<file path="config.mk">
export PLATFORM = sky130hd
export DESIGN_NAME = muldiv_ctrl
export DESIGN_NICKNAME = d
export VERILOG_FILES = /design/src/rtl/muldiv_ctrl_pkg.sv /design/src/rtl/muldiv_step.sv /design/src/rtl/muldiv_ctrl.sv
export SDC_FILE = /design/constraint.sdc
export NUM_CORES = 1
export LEC_CHECK = 0
export ABC_AREA = 1
export ABC_CLOCK_PERIOD_IN_PS = 7700
export BUFFER_PORTS_ARGS = -buffer_cell sky130_fd_sc_hd__buf_2
export CORE_MARGIN = 5
export CORE_UTILIZATION = 50
export CTS_BUF_LIST = sky130_fd_sc_hd__clkbuf_16
export CTS_CLUSTER_DIAMETER = 100
export CTS_CLUSTER_SIZE = 30
export DETAILED_ROUTE_END_ITERATION = 6
export PLACE_DENSITY = 0.66
export SYNTH_ARGS = -nofsm -noshare
export SYNTH_HDL_FRONTEND = slang
export SYNTH_SLANG_ARGS = --single-unit
</file>
<file path="constraint.sdc">
create_clock -name clk -period 7.7 [get_ports clk]
set_input_delay 0.385 -clock clk [delete_from_list [all_inputs] [get_ports clk]]
set_output_delay 0.385 -clock clk [all_outputs]
set_load 0.02 [all_outputs]
</file>
<file path="src/rtl/muldiv_ctrl_pkg.sv">
`default_nettype none
// +----------------------------------------------------------------------+
// | muldiv_ctrl_pkg : decode-list op codes, FSM encoding, iteration count |
// | Rev 1.0                                                              |
// +----------------------------------------------------------------------+
package muldiv_ctrl_pkg;

    localparam logic [7:0] OP_MULT  = 8'h18;
    localparam logic [7:0] OP_MULTU = 8'h19;
    localparam logic [7:0] OP_DIV   = 8'h1A;
    localparam logic [7:0] OP_DIVU  = 8'h1B;
    localparam logic [7:0] OP_MTHI  = 8'h11;
    localparam logic [7:0] OP_MTLO  = 8'h13;

    localparam int unsigned STATE_W    = 2;
    localparam int unsigned ITERATIONS = 32;
    localparam int unsigned CNT_W      = $clog2(ITERATIONS);

    typedef enum logic [STATE_W-1:0] {
        ST_IDLE = 2'd0,
        ST_CALC = 2'd1,
        ST_FIX  = 2'd2,
        ST_DONE = 2'd3
    } state_e;

    // Magnitude of a 32-bit operand; unsigned ops pass through untouched.
    function automatic logic [31:0] mag32(input logic [31:0] v, input logic is_signed);
        return (is_signed && v[31]) ? (~v + 32'd1) : v;
    endfunction

endpackage
`default_nettype wire

</file>
<file path="src/rtl/muldiv_step.sv">
`default_nettype none
// +----------------------------------------------------------------------+
// | muldiv_step : one shift-add (multiply) or restoring-divide iteration |
// | Rev 1.0                                                              |
// +----------------------------------------------------------------------+
module muldiv_step (
    input  logic        div_mode_i,
    input  logic [31:0] acc_i,
    input  logic [31:0] mq_i,
    input  logic [31:0] opb_i,
    output logic [31:0] acc_o,
    output logic [31:0] mq_o
);

    logic [32:0] w_sum;
    logic [32:0] w_shifted;
    logic [32:0] w_trial;
    logic        w_fits;
    logic        w_unused;

    always_comb begin
        w_sum     = {1'b0, acc_i} + ({33{mq_i[0]}} & {1'b0, opb_i});
        w_shifted = {acc_i, mq_i[31]};
        w_fits    = (w_shifted >= {1'b0, opb_i});
        w_trial   = w_shifted - {1'b0, opb_i};
        // Remainder stays below the divisor, so bit 32 of the trial result is always 0 when kept.
        w_unused  = w_trial[32];

        if (div_mode_i) begin
            acc_o = w_fits ? w_trial[31:0] : w_shifted[31:0];
            mq_o  = {mq_i[30:0], w_fits};
        end else begin
            acc_o = w_sum[32:1];
            mq_o  = {w_sum[0], mq_i[31:1]};
        end
    end

endmodule
`default_nettype wire

</file>
<file path="src/rtl/muldiv_ctrl.sv">
`default_nettype none
// +----------------------------------------------------------------------+
// | muldiv_ctrl : HI/LO multiply/divide sequencer with hazard stall      |
// | Rev 1.0                                                              |
// +----------------------------------------------------------------------+
module muldiv_ctrl
    import muldiv_ctrl_pkg::*;
(
    input  logic        clk,
    input  logic        rst_n,
    input  logic        start_i,
    input  logic [7:0]  op_i,
    input  logic [31:0] a_i,
    input  logic [31:0] b_i,
    input  logic        flush_i,
    input  logic        hilo_use_i,
    output logic        busy_o,
    output logic        stall_o,
    output logic        done_o,
    output logic [31:0] hi_o,
    output logic [31:0] lo_o
);

    localparam logic [CNT_W-1:0] LAST_ITER = CNT_W'(ITERATIONS - 1);

    state_e             state_q, state_d;
    logic [CNT_W-1:0]   cnt_q, cnt_d;
    logic               div_q, div_d;
    logic               neg_res_q, neg_res_d;
    logic               neg_rem_q, neg_rem_d;
    logic [31:0]        acc_q, acc_d;
    logic [31:0]        mq_q, mq_d;
    logic [31:0]        opb_q, opb_d;
    logic [31:0]        hi_q, hi_d;
    logic [31:0]        lo_q, lo_d;

    logic               w_is_mul, w_is_div, w_is_signed;
    logic [31:0]        w_step_acc, w_step_mq;
    logic [63:0]        w_product;
    logic [31:0]        w_fix_hi, w_fix_lo;

    assign w_is_mul    = (op_i == OP_MULT) || (op_i == OP_MULTU);
    assign w_is_div    = (op_i == OP_DIV)  || (op_i == OP_DIVU);
    assign w_is_signed = (op_i == OP_MULT) || (op_i == OP_DIV);

    muldiv_step u_step (
        .div_mode_i (div_q),
        .acc_i      (acc_q),
        .mq_i       (mq_q),
        .opb_i      (opb_q),
        .acc_o      (w_step_acc),
        .mq_o       (w_step_mq)
    );

    // Sign fix-up: divide keeps remainder in acc and quotient in mq.
    always_comb begin
        w_product = neg_res_q ? (~{acc_q, mq_q} + 64'd1) : {acc_q, mq_q};
        if (div_q) begin
            w_fix_hi = neg_rem_q ? (~acc_q + 32'd1) : acc_q;
            w_fix_lo = neg_res_q ? (~mq_q + 32'd1) : mq_q;
        end else begin
            w_fix_hi = w_product[63:32];
            w_fix_lo = w_product[31:0];
        end
    end

    always_comb begin
        state_d   = state_q;
        cnt_d     = cnt_q;
        div_d     = div_q;
        neg_res_d = neg_res_q;
        neg_rem_d = neg_rem_q;
        acc_d     = acc_q;
        mq_d      = mq_q;
        opb_d     = opb_q;
        hi_d      = hi_q;
        lo_d      = lo_q;

        case (state_q)
            ST_IDLE: begin
                cnt_d = '0;
                if (start_i && !flush_i) begin
                    if (w_is_div && (b_i == 32'd0)) begin
                        // Divide by zero skips iteration; FIX copies acc/mq straight to HI/LO.
                        div_d     = 1'b1;
                        neg_res_d = 1'b0;
                        neg_rem_d = 1'b0;
                        acc_d     = a_i;
                        mq_d      = 32'hFFFF_FFFF;
                        state_d   = ST_FIX;
                    end else if (w_is_mul || w_is_div) begin
                        div_d     = w_is_div;
                        neg_res_d = w_is_signed && (a_i[31] ^ b_i[31]);
                        neg_rem_d = w_is_signed && w_is_div && a_i[31];
                        acc_d     = 32'd0;
                        mq_d      = w_is_div ? mag32(a_i, w_is_signed) : mag32(b_i, w_is_signed);
                        opb_d     = w_is_div ? mag32(b_i, w_is_signed) : mag32(a_i, w_is_signed);
                        state_d   = ST_CALC;
                    end else if (op_i == OP_MTHI) begin
                        hi_d = a_i;
                    end else if (op_i == OP_MTLO) begin
                        lo_d = a_i;
                    end
                end
            end
            ST_CALC: begin
                acc_d = w_step_acc;
                mq_d  = w_step_mq;
                cnt_d = cnt_q + CNT_W'(1);
                if (cnt_q == LAST_ITER) begin
                    state_d = ST_FIX;
                end
            end
            ST_FIX: begin
                hi_d    = w_fix_hi;
                lo_d    = w_fix_lo;
                state_d = ST_DONE;
            end
            default: begin
                state_d = ST_IDLE;
            end
        endcase

        if (flush_i) begin
            state_d = ST_IDLE;
            hi_d    = hi_q;
            lo_d    = lo_q;
        end
    end

    always_ff @(posedge clk or negedge rst_n) begin
        if (!rst_n) begin
            state_q   <= ST_IDLE;
            cnt_q     <= '0;
            div_q     <= 1'b0;
            neg_res_q <= 1'b0;
            neg_rem_q <= 1'b0;
            acc_q     <= 32'd0;
            mq_q      <= 32'd0;
            opb_q     <= 32'd0;
            hi_q      <= 32'd0;
            lo_q      <= 32'd0;
        end else begin
            state_q   <= state_d;
            cnt_q     <= cnt_d;
            div_q     <= div_d;
            neg_res_q <= neg_res_d;
            neg_rem_q <= neg_rem_d;
            acc_q     <= acc_d;
            mq_q      <= mq_d;
            opb_q     <= opb_d;
            hi_q      <= hi_d;
            lo_q      <= lo_d;
        end
    end

    assign busy_o  = (state_q == ST_CALC) || (state_q == ST_FIX);
    assign done_o  = (state_q == ST_DONE);
    assign stall_o = busy_o & hilo_use_i;
    assign hi_o    = hi_q;
    assign lo_o    = lo_q;

endmodule
`default_nettype wire

</file>
Yosys cells after proc, flatten, opt, wreduce, memory -nomap -nowiden
Cells that the tools add are included.
{"block": "word_totals", "ff_bits": 170, "input_bits": 77, "wordCells": 117}
{"block": "classes", "add_sub_neg": 8, "order_cmp": 1, "eq_ne": 20, "mux": 44, "bitwise_logic": 10, "reduce_logical": 24}
{"cell": "$mux W32", "count": 26}
{"cell": "$pmux W32 S2", "count": 4}
{"cell": "$add A32 B1 Y32 const B", "count": 4}
{"cell": "$not A32 Y32", "count": 4}
{"cell": "$add A64 B1 Y64 const B", "count": 1}
{"cell": "$mux W64", "count": 1}
{"cell": "$not A64 Y64", "count": 1}
{"cell": "$eq A8 B5 Y1 const B", "count": 6}
{"cell": "$add A32 B33 Y33", "count": 1}
{"cell": "$and A33 B32 Y33", "count": 1}
{"cell": "$ge A33 B32 Y1", "count": 1}
{"cell": "$logic_not A32 Y1", "count": 1}
{"cell": "$sub A32 B32 Y32", "count": 1}
{"cell": "$ne A2 B2 Y1 const B", "count": 6}
{"cell": "$mux W2", "count": 5}
{"cell": "$pmux W5 S2", "count": 1}
{"cell": "$ne A3 B3 Y1 const B", "count": 3}
{"cell": "$reduce_and A3 Y1", "count": 3}
{"cell": "$logic_and A1 B1 Y1", "count": 7}
{"cell": "$reduce_and A7 Y1", "count": 1}
{"cell": "$mux W1", "count": 6}
{"cell": "$pmux W2 S3", "count": 1}
{"cell": "$reduce_and A6 Y1", "count": 1}
{"cell": "$reduce_bool A2 Y1", "count": 3}
{"cell": "other kinds (12)", "count": 18}

Logic depth before layout (Yosys ltp)
{"block": "logic_depth", "ltp_word": 9, "ltp_mapped": 20, "mapped_depth_nobuf": 18}

Modules after synthesis
Synthesis repeated with hierarchy kept, for this count alone.
{"block": "hier_totals", "cells_unflattened": 3380, "hier_area_um2": 19258.5}
{"module": "muldiv_ctrl", "n_inst": 1, "cells_each": 2106, "area_per_inst_um2": 13093.8, "seq_area_each_um2": 4254.1}
{"module": "muldiv_step", "n_inst": 1, "cells_each": 1274, "area_per_inst_um2": 6164.7, "seq_area_each_um2": 0.0}

Worst setup path before layout
Ideal clock, no wire load.
{"block": "synth_path", "path_type": "register to register", "from": "reg mq_q[0]", "to": "reg acc_q[23]", "setup_ns": 0.120, "arrival_time_ns": 2.345, "required_ns": 7.580, "slack_ns": 5.235, "stages_incl_launch_ff": 20, "n_path_buf": 2, "period_less_slack_ns": 2.465, "cell_sequence": "dfrtp_1 buf_2 clkbuf_1 nand2_1 inv_1 ha_1 fa_1 nand2_1 nand2_1 and2_1 nand2_1 nand2_1 nand2_1 nand3_1 nand2_1 nand2_1 o21ai_0 inv_1 nand2_1 a21oi_2"}
{"block": "synth_between", "elab_chain_cells": 4}
{"element": "start: declaration", "line_no": "muldiv_ctrl.sv:32", "text": "logic [31:0] mq_q, mq_d;"}
{"element": "start signal: assignment", "line_no": "muldiv_ctrl.sv:150", "text": "mq_q <= mq_d;"}
{"element": "$and A33 B32 Y33", "line_no": "muldiv_step.sv:22", "text": "w_sum = {1'b0, acc_i} + ({33{mq_i[0]}} & {1'b0, opb_i});"}
{"element": "$add A32 B33 Y33", "line_no": "muldiv_step.sv:22"}
{"element": "$mux W32", "line_no": "muldiv_step.sv:29", "text": "if (div_mode_i) begin"}
{"element": "$pmux W32 S2", "line_no": "muldiv_ctrl.sv:79", "text": "case (state_q)"}
{"element": "end signal: assignment", "line_no": "muldiv_ctrl.sv:138", "text": "acc_q <= 32'd0;"}
{"element": "end signal: assignment", "line_no": "muldiv_ctrl.sv:149", "text": "acc_q <= acc_d;"}
{"element": "end: declaration", "line_no": "muldiv_ctrl.sv:31", "text": "logic [31:0] acc_q, acc_d;"}
Every way passes these cells.
A chain may end at the register's enable or synchronous reset.

Worst setup path after layout
{"block": "layout_path", "from": "reg state_q[0]", "to": "reg hi_q[11], in the netlist hi_o[11]"}
{"block": "layout_between", "elab_chain_cells": 3, "elab_cells_between_ends": 9}
{"element": "start: declaration", "line_no": "muldiv_ctrl.sv:26", "text": "state_e state_q, state_d;"}
{"element": "start signal: assignment", "line_no": "muldiv_ctrl.sv:144", "text": "state_q <= state_d;"}
{"element": "$logic_not A2 Y1 / $eq A2 B2 Y1 (equally long branches)", "line_no": "muldiv_ctrl.sv:79"}
{"element": "$ne A2 B2 Y1 (no source line) / $reduce_bool A2 Y1 (equally long branches)"}
{"element": "$reduce_and A6 Y1 (no source line)"}
{"element": "end signal: assignment", "line_no": "muldiv_ctrl.sv:152", "text": "hi_q <= hi_d;"}
{"element": "end: declaration", "line_no": "muldiv_ctrl.sv:34", "text": "logic [31:0] hi_q, hi_d;"}
Several ways; a longest one is shown, not always the timed one.

==> flow_summary.ini <==
[run_status]
outcome = complete, no violations

[floorplanning]
die_w_um = 206.6
coreArea_sq_um = 38470
rows = 72
die_h_um = 206.6
dieArea_sq_um = 42690
initial_core_util_pct = 50.24
ioPinCount = 144

[synthesis]
synth_cells = 3396
synth_top_family_by_area = simple AND/OR/NAND/NOR gates
yosysTopAreaCellShare_pct = 22.01
yosys_warnings = 0
ys_seq_area_share_pct = 22.01
synth_edf_count = 0
synth_area_leaders = dfrtp_1 22%, nand2_1 21%, inv_1 8.5%
yosys.cell_count.top_type = nand2_1
synth_nets = 3549
synthAdderAreaFrac_pct = 4.998
ys_async_sr_fraction_pct = 100.0
synth.avg_cell_area_sq_um = 5.691
synth_commonest_cells = 1066 x nand2_1, 440 x inv_1, 434 x nor2_1
synthDistinctLibCells = 55
netlist.top_cell.by_area = dfrtp_1
synthSimpleGateAreaFrac_pct = 42.59
ys_ff_latch = 170
synth_mux_area_share_pct = 0
syn_area_sq_um = 19330
synth_ff_type = dfrtp_1
synth-xor-area-share_pct = 2.946
synth-compound-area-share_pct = 15.87

[worst_setup_path]
worstRegToRegCells = 10
crit_slowest_cell = inv_2
cp_max_fo = 69
path_cells = inv_1 -> ha_2 -> buf_4 -> inv_1 -> a21oi_1 -> o21a_1 -> nand3_2 -> inv_2 -> or2_2 -> a21boi_0
crit_end = hi_o[11]
r2r-start = state_q[0]
cp_data_required_time_ns = 8.08
critPathMostFrequentCell = inv_1
r2r-end = hi_o[11]
rrSetupSlack_ns = 4.06
end_kind = flop
critPathLaunchType = flop
cpPeakStageDelay_ns = 0.71
cp-startpoint = state_q[0]
crit_type = reg2reg
arrival_ns = 4.03

[timing]
period_share_pct = 47.30
finalHoldViolCount = 0
slew_headroom_pct = 30.64
tightest_slew_ns = 1.040
slew_viol_final = 0
rsz0062_at_grt = no
finalSetupTns_ns = 0
clock_skew_ns = 0.01461
period_minus_slack_ns = 3.642
setup_viol = 0
fmax_mhz = 274.6

[placement]
port_buffers = 143
place_congestion = 1.094
dp_hpwl_um = 69440

[grt]
grt_most_used_layer = met2
antenna_found_initial = 1
grt_pass1_wl_um = 129300
grt_overflow = 0
grt_pass1_vias = 21530
use_met3_pct = 10.17
met2_usage_pct = 59.96
track_usage_pct = 40.26
grt_max_degree = 77
use_met1_pct = 52.97

[worst_hold_path]
hp-class = in2reg

[drt]
wl_per_cell_um = 22.04
viasPerCell = 5.924
dr_total_vias = 23640
wirelength_um = 87930
drt-initial-drc-count = 2958
first_pass_iters = 7
remaining_drc_errors = 0
drtAntennaViolNets = 0

[flow_run]
cap_violations = 0

[pwr]
p_leak_nw = 11.00
power_density_nw_per_um2 = 306.9
vdd_drop_max_mv = 0.1973

[cts]
postCtsSetupRepairBufs = 0
clock_path_buffers = 2
cts_tree = built
clk_pin_slew_ns = 0.08
cts-root-buf = clkbuf_16
cts_htree_levels = 4
cts_sinks = 170
insertion_delay_ns = 0.47
cts_buffers = 17

[cells_and_area]
syn2layout_area_growth_pct = 8.254
fillerInstances = 4156
nets = 3611
final_util_pct = 54.39
layout-drive-gt1-share_pct = 7.779
## timing repair
| item | 4_1_cts | 5_1_grt |
|---|---|---|
| hold buffers | 1 | 0 |
| endpoints found under the hold margin | 27 | 0 |
| resized for setup | 0 | 0 |
## cell type report
cell class	count	area, sq um	area share (%)
antenna	1	2.502	0.01196
clock buffer	17	425.4	2.033
clock inverter	15	158.9	0.7595
inverter	450	1689	8.073
multi-input combinational	2653	12850	61.40
sequential	170	4255	20.34
tap	518	648.1	3.098
timing repair buffer	166	897.1	4.288
## cell usage in the layout, fill, tap and decap left out, types with 4 or more instances in the layout
cell / n
a21oi_1: 188
a21boi_0: 5
a21boi_1: 10
a21oi_2: 17
xnor2_1: 6
inv_8: 4
clkbuf_16: 17
or2_0: 12
nand3b_1: 11
inv_6: 4
nor2_1: 434
a21o_1: 5
xor2_1: 59
o22ai_1: 7
nor3_1: 34
a22oi_1: 18
o21ai_0: 218
inv_2: 10
nand3_1: 317
a2bb2oi_1: 5
nand2_2: 5
nor2_4: 7
nand2_1: 1065
inv_1: 439
nand4_1: 37
and2_1: 7
dfrtp_1: 169
buf_4: 22
o21a_1: 4
nor2_2: 9
o211ai_1: 14
buf_2: 142
ha_1: 72
o21bai_1: 9
a31oi_1: 31
or2_2: 11
## layer usage
layer,wire [um],up-vias
li1,-,11010
met1,34560,10920
met2,36900,1438
met3,10060,270
met4,6394,2
met5,18,-
## per-stage QoR
| stage | hold WS, ns | instances | setup WS (ns) | power, mW | cell area [sq um] |
|---|---|---|---|---|---|
| floorplan | 0.08941 | 3396 | 5.235 | 4.040 | 19330 |
| global placement | 0.2806 | 3956 | 4.058 | 5.341 | 20330 |
| detailed placement | 0.2822 | 3956 | 3.872 | 5.373 | 20330 |
| CTS | 0.2766 | 3989 | 4.124 | 6.279 | 20920 |
| global route | 0.3041 | 3989 | 3.794 | 6.817 | 20920 |
| finish | 0.2991 | 3990 | 4.058 | 6.422 | 20920 |
## worst min-delay path by stage
stage | from | to | depth (start not counted)
2_1_floorplan | rst_n | acc_q[0] | 0
3_3_place_gp | rst_n | hi_o[19] | 1
3_5_place_dp | rst_n | hi_o[19] | 1
4_1_cts | flush_i | state_q[1] | 4
5_1_grt | a_i[0] | lo_o[0] | 3
6_report | flush_i | state_q[1] | 4
## report_power, final
| group | switching (mW) | total, mW | internal, mW |
|---|---|---|---|
| combinational | 2.64 | 3.81 | 1.17 |
| clock | 0.440 | 0.899 | 0.459 |
| sequential | 0.525 | 1.71 | 1.18 |
## registers in the layout, summed over array words and instances, names as in the netlist
register and cells:
acc_q 32, neg_rem_q 1, lo_o 32, hi_o 32, mq_q 32, div_q 1, cnt_q 5, neg_res_q 1
opb_q 32, state_q 2
## kinds of logic (layout without fill, tap and decap cells)
| logic type | after synthesis | in the layout |
|---|---|---|
| other | 0 | 1 |
| AO/OA/AOI/OAI | 546 | 546 |
| buffers and inverters | 573 | 648 |
| XOR/XNOR | 65 | 65 |
| adder cells (fa/ha/maj) | 76 | 76 |
| AND/OR/NAND/NOR | 1966 | 1966 |
| flip-flops | 170 | 170 |
## critical path, delay by kind of cell, from the launching register on
family | cells | cell delay (ns)
AO/OA/AOI/OAI | 3 | 0.59
AND/OR/NAND/NOR | 2 | 0.77
flip-flops | 1 | 0.42
buffers and inverters | 4 | 1.56
adder cells (fa/ha/maj) | 1 | 0.18
Power figures use the tool's default switching activity.
